`src/rtl/dma_write_if.sv`:
```
// dma_write_if: memory-bus and SPI-master signals of the SD write DMA
interface dma_write_if;
  logic [15:0] iaddr, oaddr;
  logic [3:0] nblocks;
  logic [7:0] idata, ospi_data, ispi_data, debug;
  logic ready, error, ospi_wr, ispi_dsr;
  modport master(
    input iaddr, nblocks, idata, ispi_data, ispi_dsr,
    output oaddr, ready, error, ospi_data, ospi_wr, debug
  );
  modport slave(
    output iaddr, nblocks, idata, ispi_data, ispi_dsr,
    input oaddr, ready, error, ospi_data, ospi_wr, debug
  );
endinterface

```
`src/rtl/dma_write.sv`:
```
// dma_write: streams 512-byte memory blocks to an SD card as SPI data packets
module dma_write #(
  parameter int BLOCK_SIZE = 512,
  parameter int RESP_POLLS = 8,
  parameter logic [15:0] BUSY_LIMIT = 16'hFFFF,
  parameter logic [7:0] START_TOKEN = 8'hFE
) (
  input logic clk,
  input logic reset_n,
  input logic ce,
  dma_write_if.master bus
);
  typedef enum logic [3:0] {
    IDLE, TOKEN, FETCH, LATCH, DATA, CRC1, CRC2, RESP, BUSY, NEXT, DONE
  } state_t;
  localparam logic [9:0] LAST_BYTE = 10'(BLOCK_SIZE - 1);
  localparam logic [15:0] LAST_RESP = 16'(RESP_POLLS - 1);
  localparam logic [15:0] LAST_BUSY = BUSY_LIMIT - 16'd1;
  state_t st;
  logic [1:0] ph;
  logic [9:0] cnt;
  logic [15:0] pc, addr;
  logic [3:0] blk;
  logic [7:0] byte_r, tx, rx;
  assign rx = bus.ispi_data;
  assign tx = (st == TOKEN) ? START_TOKEN : (st == DATA) ? byte_r : 8'hFF;
  assign bus.debug = {bus.ready, bus.error, 2'b00, st};
  // SEND states share ph: 0 = issue on dsr, 1 = guard, 2 = wait for the received byte
  always_ff @(posedge clk or negedge reset_n)
    if (!reset_n) begin
      st <= IDLE;
      ph <= 2'd0;
      cnt <= '0;
      pc <= '0;
      blk <= '0;
      addr <= '0;
      byte_r <= '0;
      bus.ready <= 1'b1;
      bus.error <= 1'b0;
      bus.ospi_wr <= 1'b0;
      bus.ospi_data <= 8'hFF;
      bus.oaddr <= '0;
    end else begin
      bus.ospi_wr <= 1'b0;
      if (ce)
        case (st)
          IDLE:
            if (bus.nblocks != 4'd0) begin
              addr <= bus.iaddr;
              blk <= bus.nblocks;
              bus.ready <= 1'b0;
              bus.error <= 1'b0;
              st <= TOKEN;
            end
          FETCH: begin
            bus.oaddr <= addr;
            st <= LATCH;
          end
          LATCH: begin
            byte_r <= bus.idata;
            st <= DATA;
          end
          NEXT: begin
            blk <= blk - 4'd1;
            st <= (blk == 4'd1) ? DONE : TOKEN;
          end
          DONE: begin
            bus.ready <= 1'b1;
            bus.ospi_data <= 8'hFF;
            st <= IDLE;
          end
          default:
            if (ph == 2'd0) begin
              if (bus.ispi_dsr) begin
                bus.ospi_data <= tx;
                bus.ospi_wr <= 1'b1;
                ph <= 2'd1;
              end
            end else if (ph == 2'd1) ph <= 2'd2;
            else if (bus.ispi_dsr) begin
              ph <= 2'd0;
              case (st)
                TOKEN: begin
                  cnt <= '0;
                  st <= FETCH;
                end
                DATA: begin
                  addr <= addr + 16'd1;
                  cnt <= cnt + 10'd1;
                  st <= (cnt == LAST_BYTE) ? CRC1 : FETCH;
                end
                CRC1: st <= CRC2;
                CRC2: begin
                  pc <= '0;
                  st <= RESP;
                end
                RESP:
                  if (!rx[4]) begin
                    pc <= '0;
                    bus.error <= (rx[4:0] != 5'h05);
                    st <= (rx[4:0] == 5'h05) ? BUSY : DONE;
                  end else if (pc == LAST_RESP) begin
                    bus.error <= 1'b1;
                    st <= DONE;
                  end else pc <= pc + 16'd1;
                BUSY:
                  if (rx != 8'h00) st <= NEXT;
                  else if (pc == LAST_BUSY) begin
                    bus.error <= 1'b1;
                    st <= DONE;
                  end else pc <= pc + 16'd1;
                default: st <= IDLE;
              endcase
            end
        endcase
    end
endmodule

```
`src/flat_wrapper.sv`:
```
// flat-port wrapper written by rule: the top's interface ports become plain ports
module dma_write_flat 
#(
  parameter int BLOCK_SIZE = 512,
  parameter int RESP_POLLS = 8,
  parameter logic [15:0] BUSY_LIMIT = 16'hFFFF,
  parameter logic [7:0] START_TOKEN = 8'hFE
)
  (clk, reset_n, ce, bus_iaddr, bus_nblocks, bus_idata, bus_ispi_data, bus_ispi_dsr, bus_oaddr, bus_ready, bus_error, bus_ospi_data, bus_ospi_wr, bus_debug);
  dma_write_if bus_i ();
  input logic clk;
  input logic reset_n;
  input logic ce;
  input wire logic [$bits(bus_i.iaddr)-1:0] bus_iaddr;
  input wire logic [$bits(bus_i.nblocks)-1:0] bus_nblocks;
  input wire logic [$bits(bus_i.idata)-1:0] bus_idata;
  input wire logic [$bits(bus_i.ispi_data)-1:0] bus_ispi_data;
  input wire logic [$bits(bus_i.ispi_dsr)-1:0] bus_ispi_dsr;
  output wire logic [$bits(bus_i.oaddr)-1:0] bus_oaddr;
  output wire logic [$bits(bus_i.ready)-1:0] bus_ready;
  output wire logic [$bits(bus_i.error)-1:0] bus_error;
  output wire logic [$bits(bus_i.ospi_data)-1:0] bus_ospi_data;
  output wire logic [$bits(bus_i.ospi_wr)-1:0] bus_ospi_wr;
  output wire logic [$bits(bus_i.debug)-1:0] bus_debug;
  assign bus_i.iaddr = bus_iaddr;
  assign bus_i.nblocks = bus_nblocks;
  assign bus_i.idata = bus_idata;
  assign bus_i.ispi_data = bus_ispi_data;
  assign bus_i.ispi_dsr = bus_ispi_dsr;
  assign bus_oaddr = bus_i.oaddr;
  assign bus_ready = bus_i.ready;
  assign bus_error = bus_i.error;
  assign bus_ospi_data = bus_i.ospi_data;
  assign bus_ospi_wr = bus_i.ospi_wr;
  assign bus_debug = bus_i.debug;
  dma_write #(.BLOCK_SIZE(BLOCK_SIZE), .RESP_POLLS(RESP_POLLS), .BUSY_LIMIT(BUSY_LIMIT), .START_TOKEN(START_TOKEN)) u_core (.clk(clk), .reset_n(reset_n), .ce(ce), .bus(bus_i));
endmodule
```
`config.mk`:
```
export PLATFORM = sky130hd
export DESIGN_NAME = dma_write_flat
export DESIGN_NICKNAME = d
export VERILOG_FILES = /design/src/rtl/dma_write_if.sv /design/src/rtl/dma_write.sv /design/src/flat_wrapper.sv
export SDC_FILE = /design/constraint.sdc
export NUM_CORES = 1
export LEC_CHECK = 0
export CORE_MARGIN = 2
export CORE_UTILIZATION = 55
export CTS_BUF_LIST = sky130_fd_sc_hd__clkbuf_4 sky130_fd_sc_hd__clkbuf_8 sky130_fd_sc_hd__clkbuf_16
export DETAILED_ROUTE_END_ITERATION = 16
export PLACE_DENSITY = 0.91
export SYNTH_ARGS = -nofsm -noshare
export SYNTH_HDL_FRONTEND = slang
export SYNTH_SLANG_ARGS = --single-unit
```
`constraint.sdc`:
```
create_clock -name clk -period 2.8 [get_ports clk]
set_input_delay 0.56 -clock clk [delete_from_list [all_inputs] [get_ports clk]]
set_output_delay 0.56 -clock clk [all_outputs]
set_load 0.05 [all_outputs]
```
==> results of run 1 <==
==> power by group through the flow <==
| stage | Clock, mW | Sequential [mW] | Combinational [mW] |
|---|---|---|---|
| after global routing | 0.892 | 2.19 | 3.24 |
| after CTS | 0.849 | 2.12 | 3.00 |
| final | 0.833 | 2.14 | 3.03 |
| after detailed placement | 0 | 2.13 | 2.98 |
| after global placement | 0 | 2.09 | 2.87 |
| after floorplan | 0 | 2.73 | 1.45 |
==> metrics by stage <==
step	power (mW)	instance area, um2	util, %	setup TNS [ns]	cells
after floorplan	4.18	5150	-	0	543
after global placement	4.97	6030	65.9	-0.0128	718
after detailed placement	5.12	6030	65.9	-0.192	718
after CTS	5.97	6210	67.8	0	734
after global routing	6.32	6220	68.0	0	735
final	6.00	6220	68.0	0	735
==> flip-flops by register name (all words and copies together), names as in the netlist <==
name                  flops
u_core.addr              16
u_core.bus.oaddr         16
u_core.pc                16
u_core.cnt               10
u_core.bus.ospi_data      8
u_core.byte_r             8
u_core.blk                4
u_core.st                 4
u_core.ph                 2
u_core.bus.error          1
u_core.bus.ospi_wr        1
u_core.bus.ready          1
==> worst max-delay path: cells and delay by family (launching register included) <==
| family | cells | cell delay (ns) |
|---|---|---|
| simple gates | 1 | 0.36 |
| buf+inv | 1 | 0.26 |
| flops | 1 | 0.51 |
| compound gates | 3 | 1.46 |
==> worst max path at each step <==
| stage | end |
|---|---|
| floorplan | u_core.st[0] |
| global placement | u_core.addr[15] |
| detailed placement | u_core.addr[15] |
| CTS | bus_debug[1] |
| global route | u_core.addr[12] |
| finish | u_core.addr[12] |
==> synth_stat cells, drive strengths merged, types with 4 or more instances <==
cell,count
a21oi,35
a31oi,10
o31ai,8
and3,12
dfstp,9
o41ai,10
clkbuf,11
nand3,24
o22ai,10
nand2b,9
or4,4
dfrtp,78
nor4b,6
mux2,28
nor2,39
o21ai,45
nand4,12
nor3,16
mux2i,14
buf,23
nor4,9
or2,5
and4,6
inv,17
ha,6
nand2,48
nor2b,5
==> cell families (layout without fill, tap and decap cells) <==
logic type      after synthesis  count (layout)
other cells                   1               2
xor+xnor                      2               2
compound gates              149             150
fa+ha+maj                     6               6
simple gates                204             204
flops                        87              87
mux                          42              42
buf+inv                      51             131
==> metal layers <==
metal / vias to the layer above / GRT usage, % / part of all wire, %
met5: - / 0 / 0
met4: 0 / 9.27 / 2.1
met1: 2283 / 37.3 / 41
met3: 36 / 5.27 / 8.0
li1: 2167 / - / -
met2: 266 / 43.7 / 49
==> cell type report <==
type                    count  area (um2)
well taps                 111         139
repair buffers             98         923
clock inverters             6        46.3
inverters                  17        63.8
clock buffers              10         131
flip-flops and latches     87        2190
multi-input cells         406        2730
fillers                   688        2930
==> timing repair <==
action / CTS / global route
resized for setup: 0 / 1
hold buffers: 0 / 0
setup endpoints to repair: 0 / 3
hold endpoints to repair: 0 / 0
==> impl_metrics.env, run 1 <==
export IMPL_outcome="finished clean"
export IMPL_yosysWarnings=0
export IMPL_p_clk_share_pct=13.9
export IMPL_crit_path_top_delay_cell="a2111oi_2"
export IMPL_gp_congestion=0.942
export IMPL_crit_fanout=17
export IMPL_ff2ff_setup_slack_ns=0.12
export IMPL_core_area_um2=9150
export IMPL_cts_root_buf="clkbuf_8"
export IMPL_die_area_um2=10100
export IMPL_worstSetupStartpointType="flip-flop"
export IMPL_grt_pass1_wl_um=22000
export IMPL_arrival_ns=2.97
export IMPL_cts_tree="yes"
export IMPL_post_route_min_period_ns=2.68
export IMPL_syn_inst=542
export IMPL_layout_drive_gt1_share_pct=16.8
export IMPL_path_cells="buf_4 > or2_2 > a2111oi_2 > a21oi_1 > a21oi_1"
export IMPL_ios=75
export IMPL_grt_start_max_net_pins=46
export IMPL_synth_mux_area_fraction_pct=8.93
export IMPL_yosys_area_top_type="dfrtp_1"
export IMPL_synth_top_family_by_area="simple AND/OR/NAND/NOR gates"
export IMPL_drv_slew=0
export IMPL_cpMostUsedCell="a21oi_1"
export IMPL_worst_slack_ns=0.116
export IMPL_r2r_cells=5
export IMPL_synth_simple_area_share_pct=22.0
export IMPL_ant_nets=0
export IMPL_worstPathRequired_ns=3.08
export IMPL_final_cell_mix="dfrtp_1, clkdlybuf4s50_1, nand2_1, o21ai_0, nor2_1"
export IMPL_n_antenna_cell=0
export IMPL_std_cell_rows=35
export IMPL_start_util_pct=56.2
export IMPL_die_y_um=101
export IMPL_wire_per_inst_um=18.2
export IMPL_relSlewSlack_pct=11.0
export IMPL_final_common_cell="dfrtp_1"
export IMPL_dp_hpwl_um=9430
export IMPL_numPortBuffers=72
export IMPL_synth_cell_types=72
export IMPL_synthTopCellsByArea="dfrtp_1, mux2_2, dfstp_2, o21ai_0, nand2_1"
export IMPL_dr_pass1_iters=5
export IMPL_whs_ns=0.183
export IMPL_viasPerCell=6.47
export IMPL_end_kind="flip-flop"
export IMPL_power_density_nw_per_um2=964
export IMPL_worstMarginPinSlew_ns=1.33
export IMPL_cts_max_level=3
export IMPL_crit_start="u_core.st[0]"
export IMPL_intPower_mw=3.20
export IMPL_gr_total_overflow=0
export IMPL_finalSetupViolCount=0
export IMPL_p_comb_share_pct=50.5
export IMPL_synth_seq_area_share_pct=42.5
export IMPL_synth_edf_count=0
export IMPL_first_global_vias=4552
export IMPL_cpPeakStageDelay_ns=1.17
export IMPL_syn_area_per_cell_um2=9.49
export IMPL_tritoncts_num_buffers=9
export IMPL_postCtsSetupRepairBufs=0
export IMPL_ys_seq_elements=87
export IMPL_p_sw_share_pct=46.7
export IMPL_maxCapViolations=0
export IMPL_dp_slack_ns=-0.104
export IMPL_grtUsageTotal_pct=27.3
export IMPL_p_sw_mw=2.80
export IMPL_wl_um=13400
export IMPL_netlist_area_um2=5140
export IMPL_vias=4752
export IMPL_first_iter_violations=455
export IMPL_rsz0062_at_grt="no"
export IMPL_synthFlopType="dfrtp_1"
export IMPL_reg2reg_from="u_core.st[0]"
export IMPL_cts_num_sinks=87
export IMPL_finalHoldViolations=0
export IMPL_rr_endpoint="u_core.addr[12]"
export IMPL_critPathKind="flip-flop to flip-flop"
export IMPL_die_w_um=101
export IMPL_yosys_area_top_type_share_pct=37.9
export IMPL_synth_xor_area_share_pct=0.340
export IMPL_area_growth_pct=20.9
export IMPL_holdCritPathClass="input pin to asynchronous set/reset pin"
export IMPL_antenna_found_initial=0
export IMPL_drc=0
export IMPL_max_vdd_ir_drop_v=0.000644
export IMPL_leakagePower_nw=2.62
export IMPL_synth_compound_area_share_pct=19.9
export IMPL_clock_skew_ns=0.0101
export IMPL_clockBufferDepth=2
export IMPL_nets=665
export IMPL_clkLatencyLatePin_ns=0.36
export IMPL_path_clk_slew_ns=0.09
export IMPL_synth_adder_area_share_pct=1.46
export IMPL_seq_power_share_pct=35.6
export IMPL_fin_crit_sh_pct=95.8
export IMPL_fmax_mhz=373
export IMPL_async_reset_ff_share_pct=100
(Power assumes the default switching activity.)
==> inputs of run 2 (changes only) <==
CAP_MARGIN = 20   (was unset)
CTS_CLUSTER_DIAMETER = 100   (was unset)
==> run 2 against run 1 <==
Global-route usage did not move. Utilization barely moved. Clock skew rose by 0.0011 ns. Clock-buffer cell count did not move. Flip-flop and latch count did not move. Clock power fell by 0.5%. Largest cell class unchanged. Largest power group unchanged.
==> impl_metrics.env, run 2 (same netlist as run 1, synthesis figures left out) <==
export IMPL_gp_congestion=0.942
export IMPL_nets=665
export IMPL_power_density_nw_per_um2=962
export IMPL_rsz0062_at_grt="no"
export IMPL_ant_nets=0
export IMPL_core_area_um2=9150
export IMPL_dp_hpwl_um=9430
export IMPL_p_sw_mw=2.79
export IMPL_leakagePower_nw=2.63
export IMPL_fmax_mhz=385
export IMPL_critPathKind="flip-flop to primary output"
export IMPL_wire_per_inst_um=18.1
export IMPL_cts_max_level=3
export IMPL_gr_total_overflow=0
export IMPL_maxCapViolations=0
export IMPL_dr_pass1_iters=6
export IMPL_multi_input_area_um2=2710
export IMPL_fin_crit_sh_pct=92.8
export IMPL_first_global_vias=4552
export IMPL_dp_slack_ns=-0.104
export IMPL_n_antenna_cell=0
export IMPL_cts_root_buf="clkbuf_8"
export IMPL_wl_um=13300
export IMPL_intPower_mw=3.20
export IMPL_std_cell_rows=35
export IMPL_p_sw_share_pct=46.6
export IMPL_worst_slack_ns=0.200
export IMPL_worstSetupStartpointType="flip-flop"
export IMPL_finalHoldViolations=0
export IMPL_clock_skew_ns=0.0113
export IMPL_final_cell_mix="dfrtp_1, clkdlybuf4s50_1, nand2_1, o21ai_0, nor2_1"
export IMPL_end_kind="primary output"
export IMPL_ios=75
export IMPL_cpPeakStageDelay_ns=0.86
export IMPL_seq_power_share_pct=35.8
export IMPL_grt_start_max_net_pins=46
export IMPL_antenna_found_initial=0
export IMPL_area_growth_pct=20.9
export IMPL_seq_area_um2=2190
export IMPL_top_regs="u_core.addr: 16 flops, u_core.bus.oaddr: 16 flops, u_core.pc: 16 flops"
export IMPL_cts_num_sinks=87
export IMPL_fillerInstances=686
export IMPL_fin_area_um2=6220
export IMPL_crit_fanout=22
export IMPL_relSlewSlack_pct=45.8
export IMPL_first_iter_violations=453
export IMPL_path_clk_slew_ns=0.09
export IMPL_postCtsSetupRepairBufs=0
export IMPL_crit_path_top_delay_cell="clkdlybuf4s50_1"
export IMPL_ctsHoldBuffers=0
export IMPL_path_cells="buf_4 > clkdlybuf4s50_1"
export IMPL_vias=4736
export IMPL_cts_tree="yes"
export IMPL_die_area_um2=10100
export IMPL_finalSetupViolCount=0
export IMPL_die_y_um=101
export IMPL_finalSetupTns_ns=0
export IMPL_tritoncts_num_buffers=9
export IMPL_numPortBuffers=72
export IMPL_start_util_pct=56.2
export IMPL_drv_slew=0
export IMPL_worstMarginPinSlew_ns=0.805
export IMPL_clockBufferDepth=2
export IMPL_max_vdd_ir_drop_v=0.000637
export IMPL_grtUsageTotal_pct=27.3
export IMPL_viasPerCell=6.44
export IMPL_worstPathRequired_ns=2.24
export IMPL_holdCritPathClass="input pin to asynchronous set/reset pin"
export IMPL_p_clk_share_pct=13.9
export IMPL_grt_pass1_wl_um=22000
export IMPL_die_w_um=101
export IMPL_arrival_ns=2.04
export IMPL_p_comb_share_pct=50.4
export IMPL_outcome="finished clean"
export IMPL_layout_drive_gt1_share_pct=16.8
export IMPL_placed_area_um2=6030
export IMPL_cts_repair_resized=0
export IMPL_drc=0
export IMPL_post_route_min_period_ns=2.60
export IMPL_clkLatencyLatePin_ns=0.36
export IMPL_final_common_cell="dfrtp_1"
run 2: changes by cell type in the layout (fill, tap and decap cells not counted), sizes merged:
cell	before	now
a2111oi	3	2
buf	28	29
run 2: final timing paths:
kind	startpoint	endpoint	slack, ns	cells after the start
worst max-delay path	u_core.st[3]	bus_debug[3]	0.20	2
worst min register to register	u_core.bus.ospi_data[6]	u_core.bus.ospi_data[6]	0.47	2
min in group clk	u_core.bus.ospi_data[6]	u_core.bus.ospi_data[6]	0.47	2
max in group asynchronous	reset_n	u_core.bus.ready	1.93	2
worst min-delay path	reset_n	u_core.cnt[5]	0.18	1
worst max register to register	u_core.st[2]	u_core.blk[3]	0.34	7
run 2: stage by stage:
stage / power, mW / std cells / hold WS (ns) / utilization, %
detailed placement: 5.12 / 718 / 0.460 / 65.9
floorplan: 4.18 / 543 / 0.264 / -
CTS: 5.97 / 734 / 0.194 / 67.8
global route: 6.31 / 735 / 0.215 / 67.9
finish: 5.98 / 735 / 0.176 / 67.9
global placement: 4.97 / 718 / 0.454 / 65.9
run 2: critical path: cells and delay by family (launching register included):
kind / cells / cell delay, ns
flops: 1 / 0.49
buf+inv: 2 / 1.19
run 2: area by class of cell:
cell class                      instances  share of cell area, %
Multi-Input combinational cell        405                   43.6
Sequential cell                        87                   35.2
Timing Repair Buffer                   99                   15.0
Tap cell                              111                   2.23
Clock buffer                           10                   2.11
Inverter                               17                   1.03
Clock inverter                          6                  0.744
run 2: power groups by stage:
stage          registers (mW)  clock network [mW]  logic [mW]
6_report                 2.14               0.829        3.01
5_1_grt                  2.19               0.894        3.23
4_1_cts                  2.12               0.849        3.00
3_5_place_dp             2.13                   0        2.98
3_3_place_gp             2.09                   0        2.87
2_1_floorplan            2.73                   0        1.45
run 2: per-layer routing:
layer,routed length [um],up-vias,GRT usage (%)
met4,228,0,9.27
met5,0,-,0
met1,5480,2321,37.3
met2,6660,230,43.7
li1,-,2160,-
met3,950,25,5.27
